<file path="config.mk">
export PLATFORM = sky130hd
export DESIGN_NAME = membus_arbiter
export DESIGN_NICKNAME = d
export VERILOG_FILES = /design/src/rtl/raisin64_pkg.sv /design/src/rtl/membus_arbiter.sv
export SDC_FILE = /design/constraint.sdc
export NUM_CORES = 1
export LEC_CHECK = 0
export BUFFER_PORTS_ARGS = -buffer_cell sky130_fd_sc_hd__buf_4
export CAP_MARGIN = 20
export CELL_PAD_IN_SITES_DETAIL_PLACEMENT = 1
export CELL_PAD_IN_SITES_GLOBAL_PLACEMENT = 1
export CORE_AREA = 2 2 207 209
export DETAILED_ROUTE_END_ITERATION = 7
export DIE_AREA = 0 0 209 211
export GPL_TIMING_DRIVEN = 0
export PLACE_DENSITY = 0.66
export RECOVER_POWER = 25
export SYNTH_ARGS = -nofsm -noshare
export SYNTH_HDL_FRONTEND = slang
export SYNTH_SLANG_ARGS = --single-unit
</file>
<file path="constraint.sdc">
create_clock -name clk -period 5.3 [get_ports clk]
set_clock_uncertainty 0.1 [all_clocks]
set_input_delay 1.06 -clock clk [delete_from_list [all_inputs] [get_ports clk]]
set_output_delay 1.06 -clock clk [all_outputs]
set_load 0.005 [all_outputs]
</file>
<file path="src/rtl/raisin64_pkg.sv">
// Shared raisin64 definitions used by the memory bus arbiter.
// Holds the access-width encodings, the arbiter state type and the
// requester tag type latched with each bus transaction.
package raisin64_pkg;

  localparam logic [1:0] WIDTH_BYTE  = 2'b00;
  localparam logic [1:0] WIDTH_HALF  = 2'b01;
  localparam logic [1:0] WIDTH_WORD  = 2'b10;
  localparam logic [1:0] WIDTH_DWORD = 2'b11;

  typedef enum logic [1:0] {
    IDLE = 2'b00,
    IBUS = 2'b01,
    DBUS = 2'b10,
    RESP = 2'b11
  } arb_state_t;

  typedef enum logic {
    TAG_I = 1'b0,
    TAG_D = 1'b1
  } req_tag_t;

endpackage

</file>
<file path="src/rtl/membus_arbiter.sv">
// membus_arbiter: shares one external memory bus between the fetch port
// (imem) and the data port (dmem). Data wins arbitration, but after
// STARVE_LIMIT consecutive data grants with a fetch waiting, the fetch is
// forced through. A fetch whose address changed or was withdrawn while on
// the bus is silently dropped.
//
// Ports:
//   clk, rst_n            clock, asynchronous active-low reset
//   imem_addr/_valid      fetch request (level)
//   imem_data/_valid      fetch data and one-cycle completion pulse
//   dmem_addr/_dout       data address and store data
//   dmem_write_width      access width (00 byte .. 11 dword)
//   dmem_rstrobe/wstrobe  load / store request (level)
//   dmem_din              load data to the CPU
//   dmem_cycle_complete   one-cycle data completion pulse
//   bus_addr/wdata/width  external bus request, driven from latched values
//   bus_rd/bus_wr         external strobes, held until bus_ack
//   bus_rdata/bus_ack     external read data and single-cycle completion
module membus_arbiter
  import raisin64_pkg::*;
#(
  parameter int unsigned STARVE_LIMIT = 4
) (
  input  logic        clk,
  input  logic        rst_n,
  input  logic [63:0] imem_addr,
  input  logic        imem_addr_valid,
  output logic [63:0] imem_data,
  output logic        imem_data_valid,
  input  logic [63:0] dmem_addr,
  input  logic [63:0] dmem_dout,
  input  logic [1:0]  dmem_write_width,
  input  logic        dmem_rstrobe,
  input  logic        dmem_wstrobe,
  output logic [63:0] dmem_din,
  output logic        dmem_cycle_complete,
  output logic [63:0] bus_addr,
  output logic [63:0] bus_wdata,
  output logic [1:0]  bus_width,
  output logic        bus_rd,
  output logic        bus_wr,
  input  logic [63:0] bus_rdata,
  input  logic        bus_ack
);

  localparam logic [3:0] STARVE_MAX = 4'(STARVE_LIMIT);

  arb_state_t state_r;
  arb_state_t state_nxt_s;
  req_tag_t   req_tag_r;
  logic [3:0] starve_cnt_r;
  logic       d_req_s;
  logic       starved_s;
  logic       grant_i_s;
  logic       grant_d_s;
  logic       ack_s;
  logic       fetch_hit_s;

  // Next-state and grant decode.
  always_comb begin
    state_nxt_s = state_r;
    grant_i_s   = 1'b0;
    grant_d_s   = 1'b0;
    ack_s       = 1'b0;
    d_req_s     = dmem_rstrobe | dmem_wstrobe;
    // Fetch is forced through once it has watched STARVE_LIMIT data grants.
    starved_s   = (starve_cnt_r == STARVE_MAX) && imem_addr_valid;
    // The fetch result is only wanted if the CPU still asks for that address.
    fetch_hit_s = imem_addr_valid && (imem_addr == bus_addr);
    case (state_r)
      IDLE: begin
        if (d_req_s && !starved_s) begin
          grant_d_s   = 1'b1;
          state_nxt_s = DBUS;
        end else if (imem_addr_valid) begin
          grant_i_s   = 1'b1;
          state_nxt_s = IBUS;
        end else begin
          state_nxt_s = IDLE;
        end
      end
      IBUS, DBUS: begin
        if (bus_ack) begin
          ack_s       = 1'b1;
          state_nxt_s = RESP;
        end else begin
          state_nxt_s = state_r;
        end
      end
      RESP:    state_nxt_s = IDLE;
      default: state_nxt_s = IDLE;
    endcase
  end

  // State register.
  always_ff @(posedge clk or negedge rst_n) begin
    if (!rst_n) begin
      state_r <= IDLE;
    end else begin
      state_r <= state_nxt_s;
    end
  end

  // Starvation counter: counts data grants that a waiting fetch has watched.
  always_ff @(posedge clk or negedge rst_n) begin
    if (!rst_n) begin
      starve_cnt_r <= 4'd0;
    end else if (!imem_addr_valid || grant_i_s) begin
      starve_cnt_r <= 4'd0;
    end else if (grant_d_s && (starve_cnt_r != STARVE_MAX)) begin
      starve_cnt_r <= starve_cnt_r + 4'd1;
    end else begin
      starve_cnt_r <= starve_cnt_r;
    end
  end

  // Bus request latch: captured on grant, strobes dropped on ack.
  always_ff @(posedge clk or negedge rst_n) begin
    if (!rst_n) begin
      bus_addr  <= 64'd0;
      bus_wdata <= 64'd0;
      bus_width <= 2'b00;
      bus_rd    <= 1'b0;
      bus_wr    <= 1'b0;
      req_tag_r <= TAG_I;
    end else if (grant_i_s) begin
      bus_addr  <= imem_addr;
      bus_wdata <= 64'd0;
      bus_width <= WIDTH_DWORD;
      bus_rd    <= 1'b1;
      bus_wr    <= 1'b0;
      req_tag_r <= TAG_I;
    end else if (grant_d_s) begin
      // A store wins over a simultaneous (illegal) load.
      bus_addr  <= dmem_addr;
      bus_wdata <= dmem_dout;
      bus_width <= dmem_write_width;
      bus_rd    <= ~dmem_wstrobe;
      bus_wr    <= dmem_wstrobe;
      req_tag_r <= TAG_D;
    end else if (ack_s) begin
      bus_rd    <= 1'b0;
      bus_wr    <= 1'b0;
    end
  end

  // Response side: completion pulses and held return data.
  always_ff @(posedge clk or negedge rst_n) begin
    if (!rst_n) begin
      imem_data           <= 64'd0;
      imem_data_valid     <= 1'b0;
      dmem_din            <= 64'd0;
      dmem_cycle_complete <= 1'b0;
    end else begin
      imem_data_valid     <= 1'b0;
      dmem_cycle_complete <= 1'b0;
      if (ack_s) begin
        if (req_tag_r == TAG_I) begin
          if (fetch_hit_s) begin
            imem_data       <= bus_rdata;
            imem_data_valid <= 1'b1;
          end
        end else begin
          dmem_cycle_complete <= 1'b1;
          if (!bus_wr) begin
            dmem_din <= bus_rdata;
          end
        end
      end
    end
  end

endmodule

</file>
* Word level (Yosys, flattened, before mapping)
Cells that the tools add are included.
** Storage, ports and cells
- Input port bits :: 264
- Register bits after elaboration :: 269
- Logic and storage cells :: 69
** Cells by class
- Bitwise gates (word level) :: 4
- Equality and inequality tests :: 7
- Add/subtract/negate cells :: 1
- Reduce and logical (&&, ||, !) cells :: 14
- Muxes and demuxes :: 31
** Operator list (count)
- 2-to-1 mux 64 bit :: 4
- == test 64 bit :: 1
- 2-to-1 mux 1 bit :: 20
- 2-to-1 mux 2 bit :: 4
- 2-to-1 mux 4 bit :: 2
- one-hot mux 2 bit (3 select lines) :: 1
- AND reduction 3 bit :: 2
- adder 4 x 1 -> 4 bit (second input constant) :: 1
- == test 2 bit (second input constant) :: 2
- == test 4 x 3 -> 1 bit (second input constant) :: 1
- logical AND 1 bit :: 4
- != test 4 x 3 -> 1 bit (second input constant) :: 1
- nonzero test 2 bit :: 2
- NOT 1 bit :: 3
- nonzero test 3 bit :: 1
- == test 2 x 1 -> 1 bit (second input constant) :: 1
- zero test 1 bit :: 2
- zero test 2 bit :: 1
- != test 2 bit (second input constant) :: 1
- OR reduction 2 bit :: 1
- logical OR 1 bit :: 1
- bitwise OR 1 bit :: 1

* Longest topological paths before layout
Gate-level depths: netlist (run 1).
- Depth after elaboration :: 9
- Gate-level depth with buffers :: 10

* Worst setup path after synthesis (run 1)
Ideal clock, no wire load.
- Path type :: input to register
- Start point :: in imem_addr[10]
- End point :: reg imem_data[10]
- Setup slack :: 1.953 ns
- Arrival :: 3.122 ns
- Library setup time :: 0.125 ns
- Cell stages on the path :: 8
- Buffers on the path :: 2
- Required time :: 5.075 ns
- Cell sequence :: xor2_1 > or4_1 > or4_1 > nor3_1 > nand4b_1 > buf_6 > buf_12 > mux2_4
** Between the ends
- Longest elaborated chain between the ends :: 3
** Ends and longest elaborated chain
- start: declaration :: RTL line membus_arbiter.sv:26 : input logic [63:0] imem_addr,
- == test 64 bit :: RTL line membus_arbiter.sv:69 : fetch_hit_s = imem_addr_valid && (imem_addr == bus_addr);
- logical AND 1 bit :: RTL line membus_arbiter.sv:69
- AND reduction 3 bit (no source line)
- end signal: assignment :: RTL line membus_arbiter.sv:160 : imem_data <= bus_rdata;
- end: declaration :: RTL line membus_arbiter.sv:28 : output logic [63:0] imem_data,
Every way passes these cells.
A chain may end at the register's enable or synchronous reset.

==> reports/qor.yml, run 1 <==
synth:
  synth_area_um2: 11680
  ys_warn_count: 0
  synth_compound_area_share_pct: 7.078
  synthFlopType: "dfrtp_1"
  yosysTopAreaCell: "dfrtp_1"
  synth_area_per_cell_um2: 11.52
  yosys-top-cells-area: "dfrtp_1, mux2_4, mux2_2"
  ys_types: 34
  yosys.area_share.xor_xnor_pct: 4.797
  synthCells: 1014
  synthMuxAreaShare_pct: 14.35
  synth-edff-count: 0
  async_reset_ff_share_pct: 100.0
  synth-simple-area-share_pct: 12.70
  synth_fp_nets: 1281
  synth_top_area_share_pct: 57.61
  ys_seq_area_share_pct: 57.61
  synth_top_family_by_area: "multiplexers"
  synthAdderAreaFrac_pct: 0.3212
  synth_seq_cells: 269
detailed_routing:
  via_per_inst: 4.778
  drt_iter0_drc: 512
  ant_nets: 0
  wl_per_cell_um: 21.87
  wirelength_um: 46790
  vias: 10230
  drc_errors: 0
  drtPass1Iterations: 4
critical_path:
  arrival_ns: 3.44
  slowest_stage: "clkbuf_2"
  crit_type: "in -> async"
  crit_buf_inv: 2
  worst-path-max-fanout: 104
  crit_family: "buffers and inverters"
  cpPeakStageDelay_ns: 1.83
  startpoint_type: "primary input"
  crit_path_end_kind: "async pin"
  crit_chain: "buf_8 -> clkbuf_2"
  worstPathRequired_ns: 5.29
final_layout:
  syn2layout_area_growth_pct: 49.92
  finish.utilization_pct: 41.95
  nNetsFinal: 1845
  final_cells: 2140
  drive_gt1_share_pct: 44.94
  fillers: 4675
floorplan:
  fp.dieW_um: 209
  coreArea_um2: 41760
  die_h_um: 211
  boundaryPins: 526
  rows: 75
  start_util_pct: 27.98
  die_area_um2: 44100
cts:
  post_cts_resized: 0
  clock_sinks: 269
  cts.reportedPaths.clkPinSlew_ns: 0.06
  numCtsBuffers: 35
  cts_hold_buffers: 0
  cts_buffer_depth: 3
  clk-insertion-delay-late_ns: 0.54
  cts_tree: "built"
  cts_setup_buffers: 0
  cts_root_buf: "clkbuf_16"
  cts-htree-levels: 2
pwr:
  power.density_nw_per_um2: 539.9
  p_sw_mw: 3.373
  p_int_mw: 6.085
  pwr-share-clk_pct: 25.7
  p_sw_share_pct: 35.66
  leakagePower_nw: 8.743
  combPwrFrac_pct: 39.2
  pwr-share-seq_pct: 35.1
  peakVddDrop_uv: 254.0
grt:
  grt_max_degree: 112
  grt_pass1_vias: 11190
  grt_overflow_total: 0
  antenna_found_initial: 2
  grt_first_pass_wirelength_um: 70440
  grt.total_usage_pct: 20.86
timing:
  rsz0062_at_grt: "no"
  fin_crit_ns: 3.443
  period_share_pct: 64.95
  slew-limit-headroom_pct: -70.93
  finalHoldViolCount: 0
  setup_slack_ns: 1.857
  fin_tns_setup_ns: 0
  max_freq_ghz: 0.2905
  whs_ns: 0.3575
  tightest_slew_ns: 2.564
  setup_viol: 0
  slew_viol_final: 105
place:
  portBuffers: 525
  place_inst: 2080
  place_congestion: 0.8664
  pre_cts_ws_ns: 1.521
  dp_hpwl_um: 36250
outcome:
  violations: "capacitance limit, slew limit"
  outcome: "finished with violations"
worst_hold_path:
  hold_path.class: "in -> async"
job:
  max_cap_viol_count: 1
-- flip-flops by register name, indices dropped and copies added, names as in the netlist --
signal / flops
bus_addr: 64
bus_wdata: 64
dmem_din: 64
imem_data: 64
starve_cnt_r: 4
bus_width: 2
state_r: 2
bus_rd: 1
bus_wr: 1
dmem_cycle_complete: 1
imem_data_valid: 1
req_tag_r: 1
-- cell families (layout without fill, tap and decap cells) --
| kind of cell | count (synthesis) | count (layout) |
|---|---|---|
| and+or+nand+nor | 333 | 333 |
| adders and majority gates | 3 | 3 |
| other | 0 | 1 |
| DFF | 269 | 269 |
| xor gates and xnor gates | 64 | 64 |
| AOI/OAI and AO/OA | 146 | 146 |
| buffers and inverters | 70 | 656 |
| muxes | 129 | 129 |
-- per-stage QoR --
step           instance area, um2  total power [mW]
2_1_floorplan               11690             4.906
3_3_place_gp                16300             6.967
3_5_place_dp                16360             7.096
4_1_cts                     17540             9.597
5_1_grt                     17520             10.06
6_report                    17520             9.458
-- metal layers --
| layer | vias to the layer above | GRT usage, % | wire (um) |
|---|---|---|---|
| met3 | 65 | 6.096 | 3617 |
| met2 | 379 | 35.33 | 22900 |
| met1 | 5112 | 25.58 | 19110 |
| met4 | 0 | 6.724 | 1170 |
| met5 | - | 0 | 0 |
| li1 | 4669 | - | - |
-- final timing paths --
| kind | from | to | slack (ns) | cells past startpoint |
|---|---|---|---|---|
| setup / recovery | rst_n | imem_data[13] | 1.86 | 2 |
| hold reg to reg | bus_wdata[63] | bus_wdata[63] | 0.40 | 2 |
| setup reg to reg | bus_addr[10] | imem_data[43] | 2.30 | 8 |
| max in group clk | imem_addr[10] | imem_data[43] | 2.07 | 9 |
| hold / removal | rst_n | bus_addr[8] | 0.36 | 1 |
| min in group clk | bus_wdata[63] | bus_wdata[63] | 0.40 | 2 |
-- final cells by class --
cell class | count | area [um2] | share of cell area, %
Sequential cell | 269 | 6731 | 38.43
Antenna cell | 1 | 2.502 | 0.01428
Tap cell | 539 | 674.4 | 3.850
Timing Repair Buffer | 527 | 3981 | 22.73
Inverter | 5 | 18.77 | 0.1071
Multi-Input combinational cell | 675 | 4586 | 26.18
Clock buffer | 50 | 1042 | 5.950
Buffer | 65 | 349.1 | 1.993
Clock inverter | 9 | 132.6 | 0.7571
-- cell usage after synthesis, types with 9 or more instances --
| cell | instances |
|---|---|
| nor2_1 | 67 |
| mux2_2 | 68 |
| nand2_1 | 146 |
| nand4_1 | 10 |
| mux2_4 | 60 |
| o21ai_0 | 9 |
| nor4_1 | 17 |
| a21oi_1 | 68 |
| buf_1 | 9 |
| o22ai_1 | 64 |
| xnor2_1 | 24 |
| clkbuf_1 | 49 |
| xor2_1 | 40 |
| dfrtp_1 | 269 |
| nand3_1 | 70 |
-- power groups by stage --
stage	combinational, mW	clock [mW]	sequential [mW]
floorplan	1.58	0	3.33
global placement	3.67	0	3.30
detailed placement	3.75	0	3.34
CTS	3.77	2.51	3.32
global route	4.07	2.58	3.41
finish	3.70	2.43	3.32
-- placed cells by master, fill, tap and decap left out, types with 2 or more instances in the layout --
cell type and n:
clkbuf_8 11, and2_1 5, buf_4 524, nor2_1 67, nand3_1 70, mux2_2 68, nand2b_1 3, xnor2_1 24
dfrtp_1 269, buf_1 9, nand2_1 146, nor3_1 2, clkinv_2 3, nand4_1 10, or4_1 3, inv_6 2
ha_1 3, clkbuf_16 35, a21oi_1 68, bufinv_16 2, and3_1 3, o22ai_1 64, mux2_4 60, xor2_1 40
inv_1 5, nor4_1 17, buf_12 6, inv_16 2, nand4b_1 3, o21ai_0 9, o21a_1 2, clkbuf_1 53
Note: power is estimated with default switching activity, not from simulation.
==> run 2: changes to the inputs <==
--- a/config.mk
+++ b/config.mk
@@ -9,11 +9,11 @@
 export CAP_MARGIN = 20
 export CELL_PAD_IN_SITES_DETAIL_PLACEMENT = 1
 export CELL_PAD_IN_SITES_GLOBAL_PLACEMENT = 1
-export CORE_AREA = 2 2 207 209
+export CORE_AREA = 2 2 206 208
 export DETAILED_ROUTE_END_ITERATION = 7
-export DIE_AREA = 0 0 209 211
+export DIE_AREA = 0 0 208 210
 export GPL_TIMING_DRIVEN = 0
-export PLACE_DENSITY = 0.66
+export PLACE_DENSITY = 0.69
 export RECOVER_POWER = 25
 export SYNTH_ARGS = -nofsm -noshare
 export SYNTH_HDL_FRONTEND = slang
==> constraint.sdc (replaced) <==
create_clock -name clk -period 2.8 [get_ports clk]
set_clock_uncertainty 0.1 [all_clocks]
set_input_delay 0.56 -clock clk [delete_from_list [all_inputs] [get_ports clk]]
set_output_delay 0.56 -clock clk [all_outputs]
set_load 0.005 [all_outputs]
==> run 2 against run 1 <==
  * The flow finishes with violations (capacitance limit, slew limit, setup timing)
  * Hold slack worse by 0.24 ns
  * Global-route usage grew 0.27 points
  * Total power increased by 85%
  * First-iteration DRC count down 14%
  * Routed wire length increased by 1.0%
  * Critical path type is now reg -> reg
  * Largest cell class unchanged
==> reports/qor.yml, run 2 (synthesized netlist as in run 1, its figures left out) <==
detailed_routing:
  drc_errors: 0  # unchanged
  ant_nets: 0  # unchanged
  wl_per_cell_um: 22.04  # was 21.87 um
  via_per_inst: 4.819  # was 4.778
  vias: 10340  # was 10230
  drt_iter0_drc: 438  # was 512
  drtPass1Iterations: 5  # was 4
  wirelength_um: 47280  # was 46790 um
pwr:
  p_int_mw: 11.15  # was 6.085 mW
  power.density_nw_per_um2: 1005  # was 539.9 nW/um2
  pwr-share-seq_pct: 35.8  # was 35.1%
  peakVddDrop_uv: 540.0  # was 254.0 uV
  p_sw_mw: 6.391  # was 3.373 mW
  pwr-share-clk_pct: 24.4  # was 25.7%
  total_power_mw: 17.54  # was 9.458 mW
  p_sw_share_pct: 36.43  # was 35.66%
  leakagePower_nw: 8.657  # was 8.743 nW
  combPwrFrac_pct: 39.9  # was 39.2%
final_layout:
  final_cells: 2145  # was 2140
  drive_gt1_share_pct: 44.45  # was 44.94%
  final_common_cell: "buf_4"  # unchanged
  syn2layout_area_growth_pct: 49.37  # was 49.92%
  multi_input_area_um2: 4637  # was 4586 um2
  fillers: 4648  # was 4675
  nNetsFinal: 1849  # was 1845
  final_cell_mix: "buf_4, dfrtp_1, nand2_1"  # unchanged
  register_area_um2: 6731  # unchanged
grt:
  grt_first_pass_wirelength_um: 70670  # was 70440 um
  antenna_found_initial: 2  # unchanged
  grt_max_degree: 112  # unchanged
  grt.total_usage_pct: 21.13  # was 20.86%
  grt_pass1_vias: 11410  # was 11190
  grt_overflow_total: 0  # unchanged
outcome:
  violations: "capacitance limit, slew limit, setup timing"  # was capacitance limit, slew limit
  outcome: "finished with violations"  # unchanged
timing:
  setup_viol: 60  # was 0
  tightest_slew_ns: 1.721  # was 2.564 ns
  setup_slack_ns: -0.04969  # was 1.857 ns
  fin_tns_setup_ns: -1.860  # was 0 ns
  whs_ns: 0.1200  # was 0.3575 ns
  fin_crit_ns: 2.850
  slew_viol_final: 65  # was 105
  rsz0062_at_grt: "yes"  # was no
  slew-limit-headroom_pct: -14.73  # was -70.93%
  finalHoldViolCount: 0  # unchanged
  max_freq_ghz: 0.3509
  period_share_pct: 101.8
worst_hold_path:
  hold_path.class: "in -> reg"  # was in -> async
critical_path:
  slowest_stage: "or4_1"  # was clkbuf_2
  arrival_ns: 3.15  # was 3.44 ns
  crit_chain: "xor2_2 -> or4_1 -> or4_4 -> nor3_2 -> nand4b_1 -> buf_12 -> buf_12 -> mux2_4"  # was buf_8 -> clkbuf_2
  cpPeakStageDelay_ns: 0.53  # was 1.83 ns
  crit_type: "reg -> reg"  # was in -> async
  worstPathRequired_ns: 3.10  # was 5.29 ns
  crit_top_cell: "buf_12"
  startpoint_type: "register"  # was primary input
  crit_path_end_kind: "register"  # was async pin
  reg2reg_slack_ns: -0.05  # was 2.30 ns
  worst-path-max-fanout: 10  # was 104
cts:
  cts_root_buf: "clkbuf_16"  # unchanged
  cts.reportedPaths.clkPinSlew_ns: 0.07  # was 0.06 ns
  cts_buffer_depth: 3  # unchanged
  numCtsBuffers: 34  # was 35
  clk-insertion-delay-late_ns: 0.54  # about the same
  cts-htree-levels: 2  # unchanged
  cts_tree: "built"  # unchanged
  clock_sinks: 269  # unchanged
floorplan:
  start_util_pct: 28.17  # was 27.98%
  rows: 75  # unchanged
  coreArea_um2: 41480  # was 41760 um2
  boundaryPins: 526  # unchanged
  die_area_um2: 43680  # was 44100 um2
  fp.dieW_um: 208  # was 209 um
  die_h_um: 210  # was 211 um
place:
  place_congestion: 0.8427  # was 0.8664
  pre_cts_ws_ns: -0.4200  # was 1.521 ns
  portBuffers: 525  # unchanged
  place_inst: 2080  # unchanged
  dp_hpwl_um: 36250  # about the same
job:
  max_cap_viol_count: 1  # unchanged
run 2: changes by cell type in the layout (fill, tap and decap cells not counted), moves of 3 or more:
| cell | change |
|---|---|
| buf_4 | -66 |
| clkbuf_4 | +46 |
| clkbuf_1 | +17 |
| clkbuf_2 | +8 |
| clkbuf_8 | -6 |
| buf_12 | +3 |
| clkinv_2 | +3 |
| xor2_1 | -3 |
| xor2_2 | +3 |
run 2: final cells by class:
class	instances	area share (%)
Antenna cell	2	0.02867
Buffer	63	2.072
Clock buffer	47	5.563
Clock inverter	11	0.5448
Inverter	5	0.1075
Multi-Input combinational cell	675	26.57
Sequential cell	269	38.57
Tap cell	539	3.864
Timing Repair Buffer	534	22.69
run 2: what timing repair did:
| item | CTS | global route |
|---|---|---|
| resized for setup | 12 | 16 |
| setup buffers | 4 | 1 |
| hold buffers | 1 | 0 |
| pin swaps | 1 | 2 |
| gates cloned | 1 | 0 |
| endpoints found under the hold margin | 64 | 0 |
| setup endpoints to repair | 134 | 164 |
run 2: routing by layer:
layer	share of wire (%)	routed length (um)	track usage [%]
met1	41	19270	25.55
met2	49	23090	35.83
met5	0	0	0
met4	3.3	1561	8.168
met3	7.1	3357	5.870
run 2: final timing paths:
check	start	endpoint	cells past startpoint
worst min register to register	bus_wdata[25]	bus_wdata[25]	2
worst max-delay path	bus_addr[10]	imem_data[9]	8
worst max register to register	bus_addr[10]	imem_data[9]	8
min in group asynchronous	rst_n	bus_addr[7]	2
worst min-delay path	dmem_dout[11]	bus_wdata[11]	3
max in group asynchronous	rst_n	imem_data[11]	3
run 2: power by group through the flow:
| stage | combinational, mW | clock [mW] | sequential (mW) |
|---|---|---|---|
| after global placement | 6.95 | 0 | 6.24 |
| after global routing | 7.63 | 4.54 | 6.44 |
| after CTS | 7.23 | 4.41 | 6.28 |
| final | 6.99 | 4.27 | 6.27 |
| after detailed placement | 7.15 | 0 | 6.33 |
| after floorplan | 2.99 | 0 | 6.29 |
run 2: worst max-delay path: cells and delay by family, from the launching register on:
kind,cells,cell delay (ns)
buf+inv,2,0.37
mux,1,0.30
simple gates,4,1.34
flops,1,0.41
xor+xnor,1,0.19
run 2: metrics by stage:
stage	utilization, %	cell area, um2
after floorplan	-	11690
after global placement	39.30	16300
after detailed placement	39.45	16360
after CTS	42.30	17550
after global routing	42.08	17450
final	42.08	17450
